--- config.mk ---
export PLATFORM = sky130hd
export DESIGN_NAME = req_priority_arbiter
export DESIGN_NICKNAME = d
export VERILOG_FILES = /design/src/rtl/req_priority_arbiter_pkg.sv /design/src/rtl/req_priority_arbiter_rr_priority_pick.sv /design/src/rtl/req_priority_arbiter.sv
export SDC_FILE = /design/constraint.sdc
export NUM_CORES = 1
export LEC_CHECK = 0
export CORE_UTILIZATION = 30
export DETAILED_ROUTE_END_ITERATION = 8
export PLACE_DENSITY = 0.46
export SLEW_MARGIN = 10
export SYNTH_ARGS = -nofsm -noshare
export SYNTH_HDL_FRONTEND = slang
export SYNTH_SLANG_ARGS = --single-unit
--- constraint.sdc ---
create_clock -name clk -period 4.2 [get_ports clk]
set_input_delay 0.84 -clock clk [delete_from_list [all_inputs] [get_ports clk]]
set_output_delay 0.84 -clock clk [all_outputs]
set_load 0.03 [all_outputs]
--- src/rtl/req_priority_arbiter_pkg.sv ---
// Shared definitions for the request priority arbiter.
//   arb_state_t      : arbiter FSM states (IDLE, BUSY)
//   DEFAULT_N        : default number of requesters
//   DEFAULT_MAX_HOLD : default maximum grant length in cycles (0 = no limit)
//   clog2()          : ceiling log2, used for the ID and hold-counter widths
package req_priority_arbiter_pkg;

    typedef enum logic {
        IDLE = 1'b0,
        BUSY = 1'b1
    } arb_state_t;

    localparam int DEFAULT_N        = 8;
    localparam int DEFAULT_MAX_HOLD = 16;

    // Smallest r with 2**r >= value; clog2(1) = 0.
    function automatic int clog2(input int value);
        int result;
        result = 0;
        while ((1 << result) < value) begin
            result++;
        end
        return result;
    endfunction

endpackage

--- src/rtl/req_priority_arbiter_rr_priority_pick.sv ---
// Combinational priority picker.
//   req       in  N    request vector
//   last      in  IDW  previous winner (start pointer for rotated search)
//   rr_mode   in  1    1 = search LAST-1, LAST-2, ... LAST (mod N); 0 = highest index wins
//   win_valid out 1    at least one request is set
//   win_id    out IDW  index of the winning request (0 when win_valid=0)
module rr_priority_pick #(
    parameter int N   = 8,
    parameter int IDW = 3
) (
    input  logic [N-1:0]   req,
    input  logic [IDW-1:0] last,
    input  logic           rr_mode,
    output logic           win_valid,
    output logic [IDW-1:0] win_id
);

    localparam logic [IDW:0] SUM_N = (IDW+1)'(N);

    // Fixed priority is the rotated search started from 0, so one encoder
    // serves both modes.
    logic [IDW-1:0] start;
    assign start = rr_mode ? last : '0;

    // cand_idx[gi] is the index visited at search step gi+1: (start - gi - 1) mod N.
    // One extra bit keeps start + N - 1 - gi from overflowing before the wrap.
    logic [IDW:0]   cand_sum [N];
    logic [IDW-1:0] cand_idx [N];

    genvar gi;
    generate
        for (gi = 0; gi < N; gi++) begin : g_cand
            assign cand_sum[gi] = {1'b0, start} + (IDW+1)'(N - 1 - gi);
            assign cand_idx[gi] = (cand_sum[gi] >= SUM_N) ? IDW'(cand_sum[gi] - SUM_N)
                                                          : IDW'(cand_sum[gi]);
        end
    endgenerate

    // Walk from the last search step to the first so the earliest step that
    // finds a set request is the one left standing.
    always_comb begin
        win_valid = 1'b0;
        win_id    = '0;
        for (int i = N - 1; i >= 0; i--) begin
            if (req[cand_idx[i]]) begin
                win_valid = 1'b1;
                win_id    = cand_idx[i];
            end
        end
    end

endmodule

--- src/rtl/req_priority_arbiter.sv ---
// Sequential arbiter sharing one resource among N requesters.
//   clk       in  1    system clock, rising edge
//   rst_n     in  1    asynchronous active-low reset
//   req       in  N    per-requester request level
//   done      in  1    release strobe from the current owner (ignored when idle)
//   gnt       out N    registered one-hot grant
//   gnt_id    out IDW  binary index of the owner, 0 when no grant
//   gnt_valid out 1    high while a grant is held
//   timeout   out 1    one-cycle pulse when a grant is revoked by MAX_HOLD expiry
// A grant is held until the owner pulses done, drops its request, or has held
// it for MAX_HOLD cycles. Every release is followed by one idle cycle.
module req_priority_arbiter
    import req_priority_arbiter_pkg::*;
#(
    parameter int N        = DEFAULT_N,
    parameter int IDW      = clog2(N),
    parameter bit RR_MODE  = 1'b1,
    parameter int MAX_HOLD = DEFAULT_MAX_HOLD
) (
    input  logic           clk,
    input  logic           rst_n,
    input  logic [N-1:0]   req,
    input  logic           done,
    output logic [N-1:0]   gnt,
    output logic [IDW-1:0] gnt_id,
    output logic           gnt_valid,
    output logic           timeout
);

    localparam int CNT_W = (clog2(MAX_HOLD + 1) > 0) ? clog2(MAX_HOLD + 1) : 1;
    localparam bit HOLD_LIMIT = (MAX_HOLD != 0);
    // Counter value seen in the last allowed grant cycle.
    localparam logic [CNT_W-1:0] CNT_LAST = HOLD_LIMIT ? CNT_W'(MAX_HOLD - 1) : {CNT_W{1'b1}};
    localparam logic [CNT_W-1:0] CNT_SAT  = {CNT_W{1'b1}};
    localparam logic [N-1:0]     GNT_ONE  = N'(1);

    arb_state_t     state_reg, state_next;
    logic [CNT_W-1:0] cnt_reg, cnt_next;
    logic [IDW-1:0] last_reg, last_next;
    logic [N-1:0]   gnt_reg, gnt_next;
    logic [IDW-1:0] gnt_id_reg, gnt_id_next;
    logic           timeout_reg, timeout_next;

    logic           win_valid;
    logic [IDW-1:0] win_id;

    rr_priority_pick #(
        .N   (N),
        .IDW (IDW)
    ) u_pick (
        .req       (req),
        .last      (last_reg),
        .rr_mode   (RR_MODE),
        .win_valid (win_valid),
        .win_id    (win_id)
    );

    always_comb begin
        state_next   = state_reg;
        cnt_next     = cnt_reg;
        last_next    = last_reg;
        gnt_next     = gnt_reg;
        gnt_id_next  = gnt_id_reg;
        timeout_next = 1'b0;
        case (state_reg)
            IDLE: begin
                if (win_valid) begin
                    state_next  = BUSY;
                    cnt_next    = '0;
                    last_next   = win_id;
                    gnt_next    = GNT_ONE << win_id;
                    gnt_id_next = win_id;
                end
            end
            BUSY: begin
                // Release beats timeout, so a done in the last allowed cycle
                // never raises the timeout pulse.
                if (done || !req[gnt_id_reg]) begin
                    state_next  = IDLE;
                    gnt_next    = '0;
                    gnt_id_next = '0;
                end else if (HOLD_LIMIT && (cnt_reg == CNT_LAST)) begin
                    state_next   = IDLE;
                    gnt_next     = '0;
                    gnt_id_next  = '0;
                    timeout_next = 1'b1;
                end else if (cnt_reg != CNT_SAT) begin
                    cnt_next = cnt_reg + CNT_W'(1);
                end
            end
            default: begin
                state_next  = IDLE;
                gnt_next    = '0;
                gnt_id_next = '0;
            end
        endcase
    end

    always_ff @(posedge clk or negedge rst_n) begin
        if (!rst_n) begin
            state_reg   <= IDLE;
            cnt_reg     <= '0;
            last_reg    <= '0;
            gnt_reg     <= '0;
            gnt_id_reg  <= '0;
            timeout_reg <= 1'b0;
        end else begin
            state_reg   <= state_next;
            cnt_reg     <= cnt_next;
            last_reg    <= last_next;
            gnt_reg     <= gnt_next;
            gnt_id_reg  <= gnt_id_next;
            timeout_reg <= timeout_next;
        end
    end

    assign gnt       = gnt_reg;
    assign gnt_id    = gnt_id_reg;
    assign gnt_valid = (state_reg == BUSY);
    assign timeout   = timeout_reg;

endmodule

### Yosys cells after proc, flatten, opt, wreduce, memory -nomap -nowiden

Cells that the tools add are included.
Widths: inputs -> output; s select.

* register bits: 21
* input bits: 11
* logic and storage cells: 115

* add/sub/neg operators: 16
* $lt $le $gt $ge: 17
* equality and inequality tests: 7
* shift operators: 1
* muxes and demuxes: 62
* bitwise logic cells: 1
* reduce and logical (&&, ||, !) cells: 5

Operator list (count)
* $mux 3: 19
* $lt 3x4->1 const B: 9
* $ge 4x4->1 const B: 7
* $bmux 1 s3: 9
* $mux 8: 3
* $sub 3x1->3 const B: 8
* $mux 1: 23
* $mux 5: 4
* $add 3x3->4 const B: 4
* $pmux 8 s2: 1
* $pmux 5 s2: 1
* $add 3x2->4 const B: 2
* $shl 1x3->8 const A: 1
* $pmux 3 s2: 1
* $add 5x1->5 const B: 1
* $eq 5x4->1 const B: 1
* $ne 5x5->1 const B: 1
* $add 3x1->4 const B: 1
* $ge 3x4->1 const B: 1
* $ne 2x1->1 const B: 2
* $ne 2x2->1 const B: 2
* $reduce_and 2->1: 2
* $reduce_and 4->1: 1
* $ne 3x1->1 const B: 1
* other kinds (4): 4

### Longest topological paths before layout

* word-level depth: 15
* mapped depth: 13

### Modules after synthesis

From an unflattened synthesis, not the netlist that was laid out.

* cell total of the unflattened synthesis: 221
* area total of the unflattened synthesis: 2138.3 um^2

Modules (own cells, without submodules)
* req_priority_arbiter: instances 1, cells each 112, area each 1166.1 um^2, sequential area each 525.5 um^2
* rr_priority_pick: instances 1, cells each 109, area each 972.2 um^2, sequential area each 0.0 um^2

### Worst setup path after synthesis

Ideal clock, no wire load.

* path type: reg-to-reg
* from: reg last_reg[0]
* to: reg gnt_reg[2] (netlist: gnt[2])
* arrival time: 3.176 ns
* slack: 0.929 ns
* cell stages (with the launch flop): 13
* path buffers: 3
* period minus slack after synthesis: 3.271 ns
* cell sequence: dfrtp_1 -> buf_2 -> buf_2 -> inv_1 -> ha_1 -> buf_6 -> mux4_1 -> mux2i_1 -> mux2i_1 -> or3_1 -> a31oi_1 -> o31ai_1 -> o31ai_1

* cells in the longest elaborated chain, start to end: 15

RTL lines
* start, declared: RTL line req_priority_arbiter.sv:39 `logic [IDW-1:0] last_reg, last_next;`
* start signal, assigned: RTL line req_priority_arbiter.sv:110 `last_reg <= last_next;`
* $add 3x1->4, or another cell as far along: RTL line req_priority_arbiter_rr_priority_pick.sv:33 `assign cand_sum[gi] = {1'b0, start} + (IDW+1)'(N - 1 - gi);`
* $ge 4x4->1, or another cell as far along: RTL line req_priority_arbiter_rr_priority_pick.sv:34 `assign cand_idx[gi] = (cand_sum[gi] >= SUM_N) ? IDW'(cand_sum[gi] - SUM_N)`
* $mux 3 or $bmux 1 s3 (tied branches): RTL line req_priority_arbiter_rr_priority_pick.sv:34, req_priority_arbiter_rr_priority_pick.sv:45
* $bmux 1 s3 or $mux 1 (tied branches): RTL line req_priority_arbiter_rr_priority_pick.sv:45 `if (req[cand_idx[i]]) begin`
* $mux 1 (not written as such) or $mux 3 (tied branches): RTL line req_priority_arbiter_rr_priority_pick.sv:45
* $mux 3 (7 in series): RTL line req_priority_arbiter_rr_priority_pick.sv:45
* $shl 1x3->8: RTL line req_priority_arbiter.sv:71 `gnt_next = GNT_ONE << win_id;`
* $mux 8: RTL line req_priority_arbiter.sv:67 `if (win_valid) begin`
* $pmux 8 s2: RTL line req_priority_arbiter.sv:65 `case (state_reg)`
* end signal, assigned: RTL line req_priority_arbiter.sv:111 `gnt_reg <= gnt_next;`
* end, declared: RTL line req_priority_arbiter.sv:40 `logic [N-1:0] gnt_reg, gnt_next;`

Several ways; a longest one is shown, not always the timed one. The select of a mux whose other input is x is not followed.
A chain may end at the register's enable or synchronous reset.

### Final worst setup path

Same ends and word-level chain as after synthesis.

==> flow_summary_export.csv <==
group,metric,value,unit
run_status,status,"completed",
placement,portBuffers,23,
critical_path,cp-start-kind,"flop",
global_route,grt_pass1_wl,6982,µm
critical_path,crit_required,4.36,ns
critical_path,reg2reg_from,"last_reg[0]",
floorplanning,coreArea,0.005473,mm²
sta,finalSetupTns,0,ns
logic_synthesis,synth_seq_cells,21,
critical_path,crit_family,"multiplexers",
drt,dr.first_iter.drc_count,79,
clocking,clock_latency,0.26,ns
drt,wl_met3,169,µm
clocking,cts_made_buffers,3,
drt,via_count,1452,
final_layout,largest_reg_flops,8,
drt,dr_wl_met2,2248,µm
critical_path,cp_slowest_cell,"ha_1",
global_route,overflow,0,
logic_synthesis,async_reset_ff_share,100.0,%
floorplanning,dieWidth,77.20,µm
drt,m1WireLength,1829,µm
logic_synthesis,syn_area,0.001697,mm²
logic_synthesis,avgSynthCellArea,10.47,µm²
clocking,postCtsHoldBufs,0,
critical_path,cpPeakStageDelay,0.68,ns
critical_path,crit_path_max_fanout,13,
critical_path,worstSetupPathType,"flop to flop",
clocking,clkTransAtPathRegs,0.08,ns
placement,hpwl,3311,µm
logic_synthesis,synth_warnings,0,
final_layout,diodes,0,
drt,wl,4293,µm
final_layout,final_common_cell,"clkdlybuf4s50_1",
global_route,track_usage,14.76,%
min_path,hold_depth,2,
clocking,cts_setup_buffers,0,
critical_path,r2r_setup_slack,0.76,ns
floorplanning,design.portCount,24,
critical_path,arrival,3.60,ns
drt,ant_nets,0,
sta,finalCritPeriodShare,81.96,%
logic_synthesis,yosysUniqueCellTypes,46,
floorplanning,die_y,77.20,µm
sta,setup_viol,0,
drt,drc,0,
clocking,cts_max_level,1,
clocking,clkSinkCount,21,
critical_path,r2r-end,"gnt[2]",
floorplanning,dieArea,0.005960,mm²
final_layout,final_cell_mix,"23 x clkdlybuf4s50_1, 21 x nand2_1, 21 x dfrtp_1",
logic_synthesis,syn_nets,178,
sta,maxSlewViolCount,0,
placement,routabilityCongestion,0.7992,
final_layout,final_nets,204,
sta,period_minus_slack,3.442,ns
sta,slew_headroom,37.63,%
drt,viasPerCell,5.606,
final_layout,syn_to_final_growth,21.61,%
clocking,cts_tree,"yes",
global_route,grt_max_degree,22,
final_layout,utilization,37.70,%
drt,top_layer,"met4",
final_layout,drive_gt1_share,12.30,%
logic_synthesis,synth-edff-count,0,
sta,skew,0.006059,ns
min_path,min_from,"gnt[6]",
logic_synthesis,seq_area_frac_synth,30.97,%
critical_path,crit_start,"last_reg[0]",
min_path,hold_path.class,"flop to flop",
critical_path,cp-end-kind,"flop",
job,maxCapViolCount,0,
sta,timing.fmax,290.5,MHz
critical_path,cp_cell_sequence,"inv_1, ha_1, mux4_1, mux2i_1, mux2i_1, or3_1, a31oi_1, o31ai_1, o31ai_1",
clocking,cts_max_path_buffers,2,
global_route,first_global_vias,1383,
sta,hold_viol_final,0,
critical_path,rr_worst_depth,9,
clocking,ctsResizeCount,0,
critical_path,worst-path-stages,9,
sta,hold_ws,0.4934,ns
floorplanning,initial_core_util,31.00,%
sta,grt_setup_unrepaired,"false",
sta,worst_pin_slew,0.9327,ns
critical_path,path_buf_inv,1,
critical_path,crit_path_end,"gnt[2]",
logic_synthesis,synth_cells,162,
clocking,cts_root_buf,"clkbuf_8",
drt,avgRoutedWirePerCell,16.58,µm
global_route,antenna_found_initial,0,
logic_synthesis,synthFlopType,"dfrtp_1",
drt,drt_first_pass_iters,4,
floorplanning,placementRows,27,
==> worst min-delay path by stage <==
stage	to	slack, ns
final	gnt[6]	0.49
after global routing	gnt[5]	0.52
after CTS	gnt[3]	0.49
after detailed placement	gnt[3]	0.48
after global placement	gnt[2]	0.47
after floorplan	cnt_reg[4]	0.48
==> worst reg2reg max path, stage by stage (launching register included) <==
cell,delay (ns)
dfrtp_1,0.34
inv_1,0.12
ha_1,0.68
mux4_1,0.68
mux2i_1,0.31
mux2i_1,0.11
or3_1,0.35
a31oi_1,0.23
o31ai_1,0.23
o31ai_1,0.29
==> synthesized netlist by cell type, drive strengths merged, types with 3 or more instances <==
library cell,number,area [µm²]
dfrtp,21,525.5
nand2,21,78.83
mux2i,13,130.1
mux4,13,307.8
nor2,10,37.54
o31ai,10,75.07
inv,6,22.52
a21oi,5,25.02
ha,5,62.56
a22o,4,35.03
buf,4,26.27
nor3,4,20.02
o21ai,4,20.01
xor2,4,35.03
clkbuf,3,11.26
mux2,3,33.78
==> cell type report <==
cell class / instances / area, µm²
well taps: 72 / 90.09
repair buffers: 28 / 267.8
inverters: 6 / 22.52
multi-input cells: 128 / 1111
flip-flops and latches: 21 / 525.5
fillers: 568 / 3410
clock buffers: 3 / 41.29
clock inverters: 1 / 5.005
==> cell families (layout without fill, tap and decap cells) <==
logic type               after synthesis  after routing  synth area share [%]
AO/OA/AOI/OAI                         37             37                 15.93
XOR/XNOR                               5              5                 2.581
adder cells (fa/ha/maj)                5              5                 3.687
buffers and inverters                 13             38                 3.539
flip-flops                            21             21                 30.97
multiplexers                          29             29                 27.80
AND/OR/NAND/NOR                       52             52                 15.49
==> stage by stage <==
step / std cells / cell area (µm²) / worst slack [ns]
2_1_floorplan: 162 / 1697 / 0.9287
3_3_place_gp: 255 / 2017 / 0.5817
3_5_place_dp: 255 / 2017 / 0.5363
4_1_cts: 259 / 2063 / 0.7593
5_1_grt: 259 / 2063 / 0.5607
6_report: 259 / 2063 / 0.7579
==> layer usage <==
layer / vias up / global-route usage (%)
li1: 688 / -
met1: 726 / 19.99
met2: 31 / 24.42
met3: 7 / 1.786
met4: 0 / 4.528
met5: - / 0
Power is not shown: default switching activity piles up to over one toggle a cycle in this logic, so the estimate is an artifact.
